==> config.mk <==
export PLATFORM = sky130hd
export DESIGN_NAME = screen_sequencer
export DESIGN_NICKNAME = d
export VERILOG_FILES = /design/src/rtl/screen_pkg.sv /design/src/rtl/screen_sequencer_btn_arbiter.sv /design/src/rtl/screen_sequencer.sv
export SDC_FILE = /design/constraint.sdc
export NUM_CORES = 1
export LEC_CHECK = 0
export ABC_AREA = 0
export ABC_CLOCK_PERIOD_IN_PS = 6400
export CORE_MARGIN = 3
export CORE_UTILIZATION = 40
export DETAILED_ROUTE_END_ITERATION = 10
export HOLD_SLACK_MARGIN = 0.06
export PLACE_DENSITY = 0.75
export SKIP_LAST_GASP = 1
export SYNTH_ARGS = -nofsm -noshare
export SYNTH_HDL_FRONTEND = slang
export SYNTH_HIERARCHICAL = 1
export SYNTH_SLANG_ARGS = --single-unit
==> constraint.sdc <==
create_clock -name clk -period 6.4 [get_ports clk]
set_input_delay 1.28 -clock clk [delete_from_list [all_inputs] [get_ports clk]]
set_output_delay 1.28 -clock clk [all_outputs]
set_load 0.005 [all_outputs]
==> src/rtl/screen_pkg.sv <==
// -----------------------------------------------------------------------------
// screen_pkg
// Shared definitions for the OLED game-UI screen sequencer:
//   - screen identifiers (also the index of each renderer slice on scr_data)
//   - button bit positions inside the packed {C,R,L,U,D} button vector
//   - RGB565 colour constants
//   - bounds of the blinking ">>>" arrow on the control screens
//   - transition table helpers: which buttons do something on a given
//     screen, and which screen a button leads to
// -----------------------------------------------------------------------------
package screen_pkg;

  typedef enum logic [2:0] {
    SCR_TITLE = 3'd0,
    SCR_CTRL1 = 3'd1,
    SCR_CTRL2 = 3'd2,
    SCR_PLAY  = 3'd3,
    SCR_PAUSE = 3'd4,
    SCR_OVER  = 3'd5
  } screen_e;

  // Bit positions in the button vector; higher bit = higher priority.
  localparam int unsigned NUM_BTNS = 5;
  localparam int unsigned BTN_C    = 4;
  localparam int unsigned BTN_R    = 3;
  localparam int unsigned BTN_L    = 2;
  localparam int unsigned BTN_U    = 1;
  localparam int unsigned BTN_D    = 0;

  // RGB565 colours
  localparam logic [15:0] COL_BLACK = 16'h0000;
  localparam logic [15:0] COL_WHITE = 16'hFFFF;

  // Arrow box on the control screens (inclusive bounds)
  localparam logic [6:0] ARROW_X_LO = 7'd86;
  localparam logic [6:0] ARROW_X_HI = 7'd93;
  localparam logic [5:0] ARROW_Y_LO = 6'd57;
  localparam logic [5:0] ARROW_Y_HI = 6'd59;

  // Buttons that have a transition defined from screen s.
  function automatic logic [NUM_BTNS-1:0] btn_mask(input screen_e s);
    logic [NUM_BTNS-1:0] m;
    m = 5'b00000;
    case (s)
      SCR_TITLE: m[BTN_C] = 1'b1;
      SCR_CTRL1: begin m[BTN_R] = 1'b1; m[BTN_L] = 1'b1; end
      SCR_CTRL2: begin m[BTN_C] = 1'b1; m[BTN_L] = 1'b1; end
      SCR_PLAY:  m[BTN_C] = 1'b1;
      SCR_PAUSE: begin m[BTN_C] = 1'b1; m[BTN_L] = 1'b1; end
      SCR_OVER:  m[BTN_C] = 1'b1;
      default:   m = 5'b00000;
    endcase
    return m;
  endfunction

  // Destination screen for an accepted one-hot button b on screen s.
  function automatic screen_e btn_target(input screen_e s, input logic [NUM_BTNS-1:0] b);
    screen_e t;
    case (s)
      SCR_TITLE: t = SCR_CTRL1;
      SCR_CTRL1: t = b[BTN_R] ? SCR_CTRL2 : SCR_TITLE;
      SCR_CTRL2: t = b[BTN_C] ? SCR_PLAY : SCR_CTRL1;
      SCR_PLAY:  t = SCR_PAUSE;
      SCR_PAUSE: t = b[BTN_C] ? SCR_PLAY : SCR_TITLE;
      SCR_OVER:  t = SCR_TITLE;
      default:   t = SCR_TITLE;
    endcase
    return t;
  endfunction

endpackage

==> src/rtl/screen_sequencer_btn_arbiter.sv <==
// -----------------------------------------------------------------------------
// btn_arbiter
// Rising-edge detection on the five buttons, priority selection of a single
// winner (C > R > L > U > D) and the post-press holdoff window.
// The winner is chosen among all rising edges first; if it has no transition
// on the current screen the press is dropped and the holdoff is not started.
// Ports:
//   clk, rst_n   clock, asynchronous active-low reset
//   btn_i        packed {C,R,L,U,D} levels
//   valid_i      buttons that have a transition from the displayed screen
//   block_i      suppress acceptance (request pending or game-over override)
//   accept_o     one-hot accepted button, single-cycle, combinational
// -----------------------------------------------------------------------------
module btn_arbiter
  import screen_pkg::*;
#(
  parameter int unsigned HOLDOFF_CYC = 1250000
) (
  input  logic                clk,
  input  logic                rst_n,
  input  logic [NUM_BTNS-1:0] btn_i,
  input  logic [NUM_BTNS-1:0] valid_i,
  input  logic                block_i,
  output logic [NUM_BTNS-1:0] accept_o
);

  localparam int unsigned HOLD_W = $clog2(HOLDOFF_CYC + 1);

  logic [NUM_BTNS-1:0] prev_q;
  logic [HOLD_W-1:0]   holdoff_q;
  logic [NUM_BTNS-1:0] edge_s;
  logic [NUM_BTNS-1:0] win_s;

  assign edge_s = btn_i & ~prev_q;

  // Pick the single highest-priority rising edge.
  always_comb begin
    win_s = 5'b00000;
    if (edge_s[BTN_C])      win_s[BTN_C] = 1'b1;
    else if (edge_s[BTN_R]) win_s[BTN_R] = 1'b1;
    else if (edge_s[BTN_L]) win_s[BTN_L] = 1'b1;
    else if (edge_s[BTN_U]) win_s[BTN_U] = 1'b1;
    else if (edge_s[BTN_D]) win_s[BTN_D] = 1'b1;
    else                    win_s = 5'b00000;
  end

  // Accept the winner only if it is meaningful here and nothing blocks it.
  always_comb begin
    accept_o = 5'b00000;
    if ((holdoff_q == '0) && !block_i) accept_o = win_s & valid_i;
    else                               accept_o = 5'b00000;
  end

  // Edge history and holdoff counter.
  always_ff @(posedge clk or negedge rst_n) begin
    if (!rst_n) begin
      prev_q    <= 5'b00000;
      holdoff_q <= '0;
    end else begin
      prev_q <= btn_i;
      if (|accept_o)             holdoff_q <= HOLD_W'(HOLDOFF_CYC);
      else if (holdoff_q != '0)  holdoff_q <= holdoff_q - HOLD_W'(1);
    end
  end

endmodule

==> src/rtl/screen_sequencer.sv <==
// -----------------------------------------------------------------------------
// screen_sequencer
// Screen controller for the 96x64 OLED game UI. Button presses and the
// game-over level request a new screen; the request is committed only on a
// frame boundary so a frame is never drawn from two renderers. The active
// renderer's pixel is registered onto oled_data, with the ">>>" arrow on the
// control screens blanked during the off half of the blink.
// Ports:
//   clk, rst_n                    pixel clock, asynchronous active-low reset
//   btn_c/u/d/l/r                 debounced, synchronised button levels
//   game_over                     level from game logic
//   frame_begin                   one-cycle pulse at pixel 0 of a frame
//   x, y                          current pixel column / row
//   scr_data                      RGB565 per renderer, slice i = screen i
//   oled_data                     registered pixel
//   screen_id                     displayed screen
//   play_en                       displayed screen is PLAY
//   game_rst                      pulse on CTRL2 -> PLAY commit
// -----------------------------------------------------------------------------
module screen_sequencer
  import screen_pkg::*;
#(
  parameter int unsigned NUM_SCREENS  = 6,
  parameter int unsigned HOLDOFF_CYC  = 1250000,
  parameter int unsigned BLINK_FRAMES = 15
) (
  input  logic                      clk,
  input  logic                      rst_n,
  input  logic                      btn_c,
  input  logic                      btn_u,
  input  logic                      btn_d,
  input  logic                      btn_l,
  input  logic                      btn_r,
  input  logic                      game_over,
  input  logic                      frame_begin,
  input  logic [6:0]                x,
  input  logic [5:0]                y,
  input  logic [16*NUM_SCREENS-1:0] scr_data,
  output logic [15:0]               oled_data,
  output logic [2:0]                screen_id,
  output logic                      play_en,
  output logic                      game_rst
);

  localparam int unsigned CNT_W = (BLINK_FRAMES > 1) ? $clog2(BLINK_FRAMES) : 1;

  screen_e             disp_q;
  screen_e             pend_q;
  logic                pend_vld_q;
  logic                play_en_q;
  logic                game_rst_q;
  logic                blink_q;
  logic [CNT_W-1:0]    cnt_q;
  logic [15:0]         oled_q;

  logic [NUM_BTNS-1:0] btn_s;
  logic [NUM_BTNS-1:0] mask_s;
  logic [NUM_BTNS-1:0] accept_s;
  logic                go_s;
  logic                commit_s;
  logic                req_vld_d;
  screen_e             req_scr_d;
  logic                blank_s;
  logic [15:0]         pix_d;

  assign btn_s    = {btn_c, btn_r, btn_l, btn_u, btn_d};
  assign mask_s   = btn_mask(disp_q);
  assign go_s     = game_over && (disp_q == SCR_PLAY);
  assign commit_s = frame_begin && pend_vld_q;

  btn_arbiter #(
    .HOLDOFF_CYC (HOLDOFF_CYC)
  ) u_btn_arbiter (
    .clk      (clk),
    .rst_n    (rst_n),
    .btn_i    (btn_s),
    .valid_i  (mask_s),
    .block_i  (pend_vld_q | go_s),
    .accept_o (accept_s)
  );

  // New request this cycle; game over beats any button.
  always_comb begin
    req_vld_d = 1'b0;
    req_scr_d = pend_q;
    if (go_s) begin
      req_vld_d = 1'b1;
      req_scr_d = SCR_OVER;
    end else if (|accept_s) begin
      req_vld_d = 1'b1;
      req_scr_d = btn_target(disp_q, accept_s);
    end else begin
      req_vld_d = 1'b0;
      req_scr_d = pend_q;
    end
  end

  // Arrow blanking and renderer select for the next pixel.
  always_comb begin
    blank_s = 1'b0;
    pix_d   = COL_BLACK;
    if (((disp_q == SCR_CTRL1) || (disp_q == SCR_CTRL2)) && !blink_q &&
        (x >= ARROW_X_LO) && (x <= ARROW_X_HI) &&
        (y >= ARROW_Y_LO) && (y <= ARROW_Y_HI)) begin
      blank_s = 1'b1;
    end else begin
      blank_s = 1'b0;
    end
    if (blank_s || (32'(disp_q) >= NUM_SCREENS)) pix_d = COL_BLACK;
    else                                         pix_d = scr_data[16*32'(disp_q) +: 16];
  end

  // Screen state machine: commit on frame boundary, pending request, blink.
  always_ff @(posedge clk or negedge rst_n) begin
    if (!rst_n) begin
      disp_q     <= SCR_TITLE;
      pend_q     <= SCR_TITLE;
      pend_vld_q <= 1'b0;
      play_en_q  <= 1'b0;
      game_rst_q <= 1'b0;
      blink_q    <= 1'b1;
      cnt_q      <= '0;
    end else begin
      game_rst_q <= 1'b0;
      if (commit_s) begin
        disp_q     <= pend_q;
        play_en_q  <= (pend_q == SCR_PLAY);
        game_rst_q <= (disp_q == SCR_CTRL2) && (pend_q == SCR_PLAY);
        pend_vld_q <= 1'b0;
      end
      // A request in the commit cycle survives to the next frame.
      if (req_vld_d) begin
        pend_q     <= req_scr_d;
        pend_vld_q <= 1'b1;
      end
      if (commit_s && (pend_q != disp_q)) begin
        cnt_q   <= '0;
        blink_q <= 1'b1;
      end else if (frame_begin) begin
        if (cnt_q == CNT_W'(BLINK_FRAMES - 1)) begin
          cnt_q   <= '0;
          blink_q <= ~blink_q;
        end else begin
          cnt_q <= cnt_q + CNT_W'(1);
        end
      end
    end
  end

  // Registered pixel output.
  always_ff @(posedge clk or negedge rst_n) begin
    if (!rst_n) oled_q <= COL_BLACK;
    else        oled_q <= pix_d;
  end

  assign oled_data = oled_q;
  assign screen_id = disp_q;
  assign play_en   = play_en_q;
  assign game_rst  = game_rst_q;

endmodule

; ---- Word level (Yosys, flattened, before mapping)
; Index checks and enable logic that the tools add are counted.
[totals]
register_bits = 56
wordCells = 92
output_inout_bits = 21
inputBits = 118
[op_classes]
eq_ne = 8
n_addsub = 2
shifts = 1
n_mux = 34
order_cmp = 5
bitwise_logic = 5
n_reduce_logical = 27
[ops]
columns = operator, n
row1 = 96-bit by 8-bit indexed part select with 16-bit output, 1
row2 = 21-bit two-way mux, 2
row3 = 21-bit zero test, 1
row4 = 21-bit nonzero test, 1
row5 = "21-bit by 1-bit subtractor with 21-bit output, second input constant", 1
row6 = 1-bit two-way mux, 18
row7 = 16-bit two-way mux, 1
row8 = 4-bit two-way mux, 4
row9 = 3-bit one-hot mux with 5 select lines, 1
row10 = 5-bit bitwise AND, 2
row11 = 1-bit logical AND, 10
row12 = 2-bit nonzero test, 5
row13 = 5-bit OR reduction, 2
row14 = "3-bit by 2-bit == test with 1-bit output, second input constant", 3
row15 = 3-bit two-way mux, 3
row16 = 2-bit two-way mux, 4
row17 = "7-bit >= comparator, second input constant", 1
row18 = "7-bit less-or-equal comparator, second input constant", 1
row19 = "3-bit == test, second input constant", 2
row20 = "6-bit >= comparator, second input constant", 1
row21 = "6-bit less-or-equal comparator, second input constant", 1
row22 = 5-bit two-way mux, 1
row23 = 5-bit NOT, 1
row24 = "4-bit by 1-bit adder with 4-bit output, second input constant", 1
row25 = 11 further kinds, 14

; ---- Longest topological paths before layout
; Gate-level depths: netlist of run 1.
[logic_depth]
ltp_word = 13
depth_mapped = 12
ltp_nobuf = 11

; ---- Cells and area by module
; The synthesis of run 1 kept the hierarchy.
[modules_own_cells]
columns = mod, seq_area_each_um2, cells_each, area_per_inst_um2, n_inst
row1 = screen_sequencer, 752.0, 188, 2075.7, 1
row2 = btn_arbiter, 650.6, 132, 1345.0, 1

; ---- Worst setup path after synthesis of run 1
; OpenSTA, ideal clock, no wires.
[synth_timing]
path_kind = reg2reg
startpoint = reg u_btn_arbiter.holdoff_q[0]
endpoint = reg pend_q[0]
arrival_time_ps = 2966
stages_incl_launch_ff = 12
synth_period_minus_slack_ps = 3032
setup_time_ps = 67
required_ps = 6333
n_path_buf = 1
slack_ps = 3368
path_cell_list = dfrtp_1 inv_1 ha_1 or3b_2 or4_4 or3_1 buf_2 nor3_1 nand2b_1 a211oi_1 a21oi_1 nand2_1
[synth_via]
elab_chain_len = 7
elab_cells_between_ends = 12
classes_between = mux (7) / reduce/logical (5)
[synth_lines]
columns = item, line_no
row1 = from (decl), screen_sequencer_btn_arbiter.sv:30  ; logic [HOLD_W-1:0] holdoff_q;
row2 = from (signal assigned), screen_sequencer_btn_arbiter.sv:61  ; if (|accept_o) holdoff_q <= HOLD_W'(HOLDOFF_CYC);
row3 = from (signal assigned), screen_sequencer_btn_arbiter.sv:62  ; else if (holdoff_q != '0) holdoff_q <= holdoff_q - HOLD_W'(1);
row4 = 21-bit zero test (*), screen_sequencer_btn_arbiter.sv:50  ; if ((holdoff_q == '0) && !block_i) accept_o = win_s & valid_i;
row5 = 1-bit logical AND (*), screen_sequencer_btn_arbiter.sv:50
row6 = 5-bit two-way mux (*), screen_sequencer_btn_arbiter.sv:50
row7 = net accept_s[4], screen_sequencer.sv:58  ; logic [NUM_BTNS-1:0] accept_s;
row8 = 2-bit two-way mux / 5-bit OR reduction (equally long branches), "screen_pkg.sv:64, screen_sequencer.sv:89"
row9 = 3-bit one-hot mux with 5 select lines / 1-bit two-way mux (equally long branches), "screen_pkg.sv:59, screen_sequencer.sv:89"
row10 = 3-bit two-way mux / 1-bit two-way mux (equally long branches), "screen_sequencer.sv:89, screen_sequencer.sv:86"
row11 = 3-bit two-way mux / 2-bit AND reduction (equally long branches), --
row12 = to (signal assigned), screen_sequencer.sv:133  ; pend_q <= req_scr_d;
row13 = to (decl), screen_sequencer.sv:48  ; screen_e pend_q;
; The timed path passes the listed nets; every way through them passes the cells marked *. The select of a mux whose other input is x is not followed.
; A chain may end at the register's enable or synchronous reset.

; ---- Worst setup path in the final report of run 1
; Same ends and word-level chain as after synthesis.

==> results.py, run 1 <==
metrics = {
    "run_status": {
        "outcome": "completed",
    },
    "global_route": {
        "grt_pass1_wl_microns": 15000,
        "grt_pass1_vias": 3230,
        "overflow": 0,
        "busiest_layer": "met2",
        "grt_max_degree": 57,
        "met3_usage": 0.0665,
        "met2_usage": 0.358,
        "grt_use_total": 0.190,
        "antenna_found_initial": 0,
        "grt_use_met1": 0.195,
    },
    "floorplan": {
        "floorplan.initialDensity": 0.414,
        "die-area_sq_um": 9700,
        "core_sq_um": 8260,
        "rows": 33,
        "fp.dieH_microns": 98.5,
        "pin_count": 139,
        "die_w_microns": 98.5,
    },
    "synth": {
        "ys_warn_count": 6,
        "synth_area_leader_cell": "dfrtp_1",
        "synth_common_cells": "dfrtp_1, nor2_1, nand2_1, mux2_2",
        "syn_area_per_cell_sq_um": 10.7,
        "dominantRegCellSynth": "dfrtp_1",
        "synth_top_area_share": 0.402,
        "ys_seq_area_frac": 0.410,
        "ys_seq_elements": 56,
        "synthArstFlopShare": 1.00,
        "synth_cell_types": 57,
        "synthCells": 320,
        "syn_area_sq_um": 3420,
        "synth-edff-count": 0,
        "synth_most_common_cell": "dfrtp_1",
        "ys_top_cells_by_area": "dfrtp_1, mux4_2, mux2_2",
    },
    "drt": {
        "finalWirelength_microns": 9020,
        "via_count": 2988,
        "first_iter_violations": 115,
        "remaining_drc_errors": 0,
        "wl_per_cell_microns": 16.2,
        "viasPerCell": 5.36,
        "firstDrtPassIters": 4,
        "ant_nets": 0,
    },
    "pwr": {
        "p_leak_nw": 1.96,
        "vdd_ir_drop_max_mv": 0.0924,
        "powerDensity_nw_per_um2": 160,
    },
    "placed_design": {
        "hpwl_microns": 7180,
        "placed_area_sq_um": 4840,
        "io_buffers": 137,
        "place.gp.congestion": 0.822,
    },
    "min_path": {
        "min-delay-start": "u_btn_arbiter/holdoff_q[14]$_DFFE_PN0P_",
        "hold_class": "flip-flop to flip-flop",
        "min_to": "u_btn_arbiter/holdoff_q[14]$_DFFE_PN0P_",
        "hold_depth": 1,
    },
    "worst_setup_path": {
        "critPathMaxStageDelay_ps": 590,
        "rr_startpoint": "u_btn_arbiter/holdoff_q[0]$_DFFE_PN0P_",
        "worst_ep_arrival_time_ps": 3630,
        "crit_family": "simple AND/OR/NAND/NOR gates",
        "crit_chain": "inv_1 -> ha_1 -> or3b_2 -> or4_4 -> or3_1 -> nor3_1 -> nand2b_1 -> a211oi_1 -> a21oi_1 -> nand2_1",
        "rrSetupSlack_ps": 3030,
        "worst-path-max-fanout": 7,
        "crit_slowest_cell": "nor3_1",
        "required_ps": 6660,
        "path_class": "flip-flop to flip-flop",
        "cp.buffers_inverters": 1,
        "r2r-end": "pend_q[0]$_DFFE_PN0P_",
        "cp-start-kind": "flip-flop",
        "crit_path_end_kind": "flip-flop",
        "rr_worst_depth": 10,
    },
    "finish": {
        "syn_to_final_growth_pct": 44.7,
        "layout.nets": 573,
        "n_fill_cell": 677,
        "final_area_sq_um": 4950,
        "diodes": 0,
        "drive_gt1_frac": 0.137,
    },
    "cts": {
        "cts.root.buffer_cell": "clkbuf_8",
        "cts_setup_buffers": 0,
        "cts_made_buffers": 5,
        "cts_resized": 0,
        "cts_buffer_depth": 2,
        "clock_sinks": 56,
        "clock_latency_ps": 320,
        "hold_buffers": 0,
        "cts_max_level": 2,
        "tritoncts": "built",
        "clkTransAtPathRegs_ps": 110,
    },
    "sta": {
        "hold_viol_final": 0,
        "setup_violations": 0,
        "slew_viol_final": 0,
        "relSlewSlack": 0.351,
        "fin_setup_tns_ps": 0,
        "worst_slew_pin_slew_ps": 970,
        "post-route-period-util": 0.527,
        "min_period_ps": 3370,
        "rsz0062_at_grt": "no",
        "fmax_ghz": 0.297,
        "fin_skew_ps": 15.3,
    },
    "run": {
        "drv_cap": 0,
    },
}
-- placed cells by master, fill, tap and decap left out, drive strengths merged, types with 2 or more instances in the layout --
cell type | netlist | final
o21ai | 11 | 11
mux2 | 20 | 20
a21oi | 8 | 8
nor3 | 10 | 10
clkdlybuf4s50 | 0 | 136
nand2 | 22 | 22
a22oi | 15 | 15
nand3 | 10 | 10
or2 | 2 | 2
nor2b | 5 | 5
o211ai | 4 | 4
nand3b | 3 | 3
a21boi | 2 | 2
a211oi | 2 | 2
nand4b | 3 | 3
xor2 | 9 | 9
or4 | 5 | 5
clkbuf | 6 | 6
conb | 1 | 2
mux2i | 3 | 3
mux4 | 15 | 15
nor3b | 3 | 3
ha | 4 | 4
nor2 | 33 | 33
or3 | 5 | 5
inv | 7 | 8
xnor2 | 9 | 9
dfrtp | 55 | 55
buf | 11 | 4
nand4 | 2 | 2
nand2b | 11 | 11
nor4 | 8 | 8
-- report_power, final --
group	switching (W)	internal [W]	leakage, nW
clock network	0.000116	0.000118	0.0558
registers	0.0000162	0.000377	0.677
logic	0.0000501	0.000112	1.22
total	0.000182	0.000608	1.96
-- layer usage --
metal,vias to the layer above,wire length (microns)
met5,-,0
met4,0,218
met3,15,771
met2,111,4740
met1,1429,3290
li1,1433,-
-- worst reg2reg max path: stages (launching register included) --
cell,delay [ps]
dfrtp_1,410
inv_1,90
ha_1,200
or3b_2,510
or4_4,470
or3_1,510
nor3_1,590
nand2b_1,140
a211oi_1,270
a21oi_1,70
nand2_1,70
-- worst max-delay path by stage --
stage,startpoint,endpoint,cells past startpoint
finish,u_btn_arbiter/holdoff_q[0]$_DFFE_PN0P_,pend_q[0]$_DFFE_PN0P_,10
global route,u_btn_arbiter/holdoff_q[1]$_DFFE_PN0P_,pend_q[0]$_DFFE_PN0P_,10
CTS,u_btn_arbiter/holdoff_q[0]$_DFFE_PN0P_,pend_q[0]$_DFFE_PN0P_,10
detailed placement,game_over,pend_q[0]$_DFFE_PN0P_,9
global placement,game_over,pend_q[0]$_DFFE_PN0P_,9
floorplan,u_btn_arbiter/holdoff_q[0]$_DFFE_PN0P_,pend_q[0]$_DFFE_PN0P_,11
-- state kept, by name (all words and copies together) (netlist names) --
signal,count
u_btn_arbiter/holdoff_q,21
pend_vld_q,1
game_rst,1
cnt_q,4
pend_q,3
u_btn_arbiter/prev_q,5
oled_data,16
screen_id,3
play_en,1
blink_q,1
-- area by class of cell --
type                       instances  area [sq um]  share of cell area
inverter                           7          26.3             0.00531
multi-input combinational        241          1890               0.381
clock buffer                       6          72.6              0.0147
clock inverter                     2          38.8             0.00784
tap                              105           131              0.0265
timing repair buffer             140          1390               0.281
sequential                        56          1400               0.284
-- cell families (layout without fill, tap and decap cells) --
| kind of cell | after synthesis | in the layout | synth area share |
|---|---|---|---|
| simple gates | 128 | 128 | 0.214 |
| xor+xnor | 18 | 18 | 0.0461 |
| buf+inv | 24 | 155 | 0.0395 |
| other cells | 1 | 2 | 0.00110 |
| fa+ha+maj | 4 | 4 | 0.0146 |
| flops | 56 | 56 | 0.410 |
| mux | 38 | 38 | 0.173 |
| compound gates | 51 | 51 | 0.101 |
-- metrics by stage --
| stage | power, W | cells | util | hold slack (ps) | worst slack (ps) |
|---|---|---|---|---|---|
| 2_1_floorplan | 0.000461 | 321 | - | 437 | 3370 |
| 3_3_place_gp | 0.000559 | 549 | 0.586 | 456 | 3070 |
| 3_5_place_dp | 0.000565 | 549 | 0.586 | 478 | 2990 |
| 4_1_cts | 0.000800 | 557 | 0.599 | 493 | 3020 |
| 5_1_grt | 0.000829 | 557 | 0.599 | 497 | 2800 |
| 6_report | 0.000789 | 557 | 0.599 | 487 | 3030 |
Note: power is estimated with default switching activity, not from simulation.
==> run 2, diff against run 1 <==
--- a/config.mk
+++ b/config.mk
@@ -6,12 +6,12 @@
 export NUM_CORES = 1
 export LEC_CHECK = 0
 export ABC_AREA = 0
-export ABC_CLOCK_PERIOD_IN_PS = 6400
+export ABC_CLOCK_PERIOD_IN_PS = 2700
 export CORE_MARGIN = 3
 export CORE_UTILIZATION = 40
 export DETAILED_ROUTE_END_ITERATION = 10
 export HOLD_SLACK_MARGIN = 0.06
-export PLACE_DENSITY = 0.75
+export PLACE_DENSITY = 0.78
 export SKIP_LAST_GASP = 1
 export SYNTH_ARGS = -nofsm -noshare
 export SYNTH_HDL_FRONTEND = slang
==> constraint.sdc (replaced) <==
create_clock -name clk -period 2.7 [get_ports clk]
set_input_delay 0.54 -clock clk [delete_from_list [all_inputs] [get_ports clk]]
set_output_delay 0.54 -clock clk [all_outputs]
set_load 0.005 [all_outputs]
==> results.py, run 2 (synthesized netlist as in run 1, its figures left out) <==
metrics = {
    "global_route": {
        "antenna_found_initial": 0,
        "grt_pass1_wl_microns": 15600,
        "overflow": 0,
        "grt_use_total": 0.202,
        "grt_max_degree": 37,
        "grt_pass1_vias": 3357,
    },
    "drt": {
        "remaining_drc_errors": 0,
        "wl_per_cell_microns": 16.5,
        "finalWirelength_microns": 9530,
        "firstDrtPassIters": 5,
        "via_count": 3141,
        "viasPerCell": 5.43,
        "ant_nets": 0,
        "first_iter_violations": 112,
    },
    "floorplan": {
        "floorplan.initialDensity": 0.414,
        "core_sq_um": 8260,
        "pin_count": 139,
        "die-area_sq_um": 9700,
        "fp.dieH_microns": 98.5,
        "die_w_microns": 98.5,
        "rows": 33,
    },
    "sta": {
        "setup_violations": 0,
        "fmax_ghz": 0.376,
        "fin_skew_ps": 14.6,
        "min_period_ps": 2660,
        "post-route-period-util": 0.984,
        "worst_slew_pin_slew_ps": 1020,
        "relSlewSlack": 0.316,
        "rsz0062_at_grt": "yes",
        "hold_viol_final": 0,
        "slew_viol_final": 0,
    },
    "worst_setup_path": {
        "rrSetupSlack_ps": 40,
        "worst-path-max-fanout": 5,
        "cp-start-kind": "flip-flop",
        "path_class": "flip-flop to flip-flop",
        "crit_path_end_kind": "flip-flop",
        "required_ps": 2950,
        "worst_ep_arrival_time_ps": 2910,
    },
    "run_status": {
        "outcome": "completed",
    },
    "placed_design": {
        "io_buffers": 137,
        "place.gp.congestion": 0.848,
        "hpwl_microns": 7590,
    },
    "pwr": {
        "intPower_w": 0.00134,
        "p_leak_nw": 2.05,
        "pwr-share-clk": 0.259,
        "finalPower_w": 0.00178,
        "vdd_ir_drop_max_mv": 0.218,
        "powerDensity_nw_per_um2": 347,
        "p_comb_frac": 0.218,
        "seqPwrFrac": 0.523,
        "p_sw_frac": 0.246,
        "p_sw_w": 0.000439,
    },
    "cts": {
        "clock_latency_ps": 320,
        "cts_buffer_depth": 2,
        "hold_buffers": 0,
        "cts_made_buffers": 5,
        "cts.root.buffer_cell": "clkbuf_8",
        "tritoncts": "built",
        "clock_sinks": 56,
        "cts_max_level": 2,
        "clkTransAtPathRegs_ps": 110,
    },
    "finish": {
        "drive_gt1_frac": 0.192,
        "final_common_cell": "clkdlybuf4s50_1",
        "utilization": 0.622,
        "diodes": 0,
        "final_cell_mix": "clkdlybuf4s50_1, dfrtp_1, nor2_1, buf_4, nand2_1",
        "layout.nets": 594,
        "syn_to_final_growth_pct": 50.3,
        "max_flop_register": "u_btn_arbiter/holdoff_q",
        "n_fill_cell": 667,
        "largest_register_ffs": 21,
    },
    "run": {
        "drv_cap": 0,
    },
    "min_path": {
        "hold_class": "input pin to async pin",
    },
}
-- run 2: routing by layer --
layer / wire (microns) / part of all wire / global-route usage
met5: 0 / 0 / 0
met4: 257 / 0.027 / 0.0767
met3: 770 / 0.081 / 0.0679
met2: 5050 / 0.53 / 0.375
met1: 3450 / 0.36 / 0.208
-- run 2: worst paths after layout --
path                                                                end  cells past startpoint                               startpoint
max in group asynchronous        u_btn_arbiter/holdoff_q[2]$_DFFE_PN0P_                      2                                    rst_n
worst min register to register  u_btn_arbiter/holdoff_q[14]$_DFFE_PN0P_                      1  u_btn_arbiter/holdoff_q[14]$_DFFE_PN0P_
worst max register to register                    pend_q[0]$_DFFE_PN0P_                      9  u_btn_arbiter/holdoff_q[16]$_DFFE_PN0P_
worst max-delay path                              pend_q[0]$_DFFE_PN0P_                      9  u_btn_arbiter/holdoff_q[16]$_DFFE_PN0P_
min in group clk                u_btn_arbiter/holdoff_q[14]$_DFFE_PN0P_                      1  u_btn_arbiter/holdoff_q[14]$_DFFE_PN0P_
worst min-delay path                             oled_data[4]$_DFF_PN0_                      1                                    rst_n
-- run 2: power by group through the flow --
| stage | Sequential (W) | Combinational, W | Clock [W] |
|---|---|---|---|
| 5_1_grt | 0.000942 | 0.000433 | 0.000494 |
| 3_5_place_dp | 0.000948 | 0.000394 | 0 |
| 4_1_cts | 0.000932 | 0.000395 | 0.000473 |
| 6_report | 0.000932 | 0.000390 | 0.000462 |
| 2_1_floorplan | 0.000942 | 0.000150 | 0 |
| 3_3_place_gp | 0.000947 | 0.000383 | 0 |
-- run 2: metrics by stage --
step                      hold slack (ps)  setup slack [ps]  setup TNS, ps  cells  instance area, sq um
final                                 237              43.8              0    578                  5140
after global routing                  281             -47.1          -47.1    578                  5140
after detailed placement              475              -150           -361    568                  5020
after floorplan                       244             -59.3          -86.8    321                  3460
after CTS                             256            0.0169              0    578                  5140
after global placement                457             -40.2          -40.2    568                  5020
-- run 2: worst max-delay path, stage by stage, from the launching register on --
cell,delay [ps]
dfrtp_1,390
or4_4,540
or4_4,530
or3_4,430
nor4_2,220
or4_4,180
nor2_4,50
a211oi_2,140
a21oi_1,60
nand2_1,70
-- run 2: area by class of cell --
class	instances	area (sq um)	area share
clock buffers	6	72.6	0.0141
clock inverters	2	12.5	0.00243
inverters	7	26.3	0.00511
multi-input cells	241	1930	0.376
flip-flops and latches	56	1400	0.273
well taps	105	131	0.0256
repair buffers	161	1560	0.303
-- run 2: timing repair --
action                                  CTS  global route
hold endpoints to repair                  0             0
pin swaps                                 6             4
endpoints found under the setup margin    4             2
gates resized for setup                   5             0
buffers inserted                          2             0
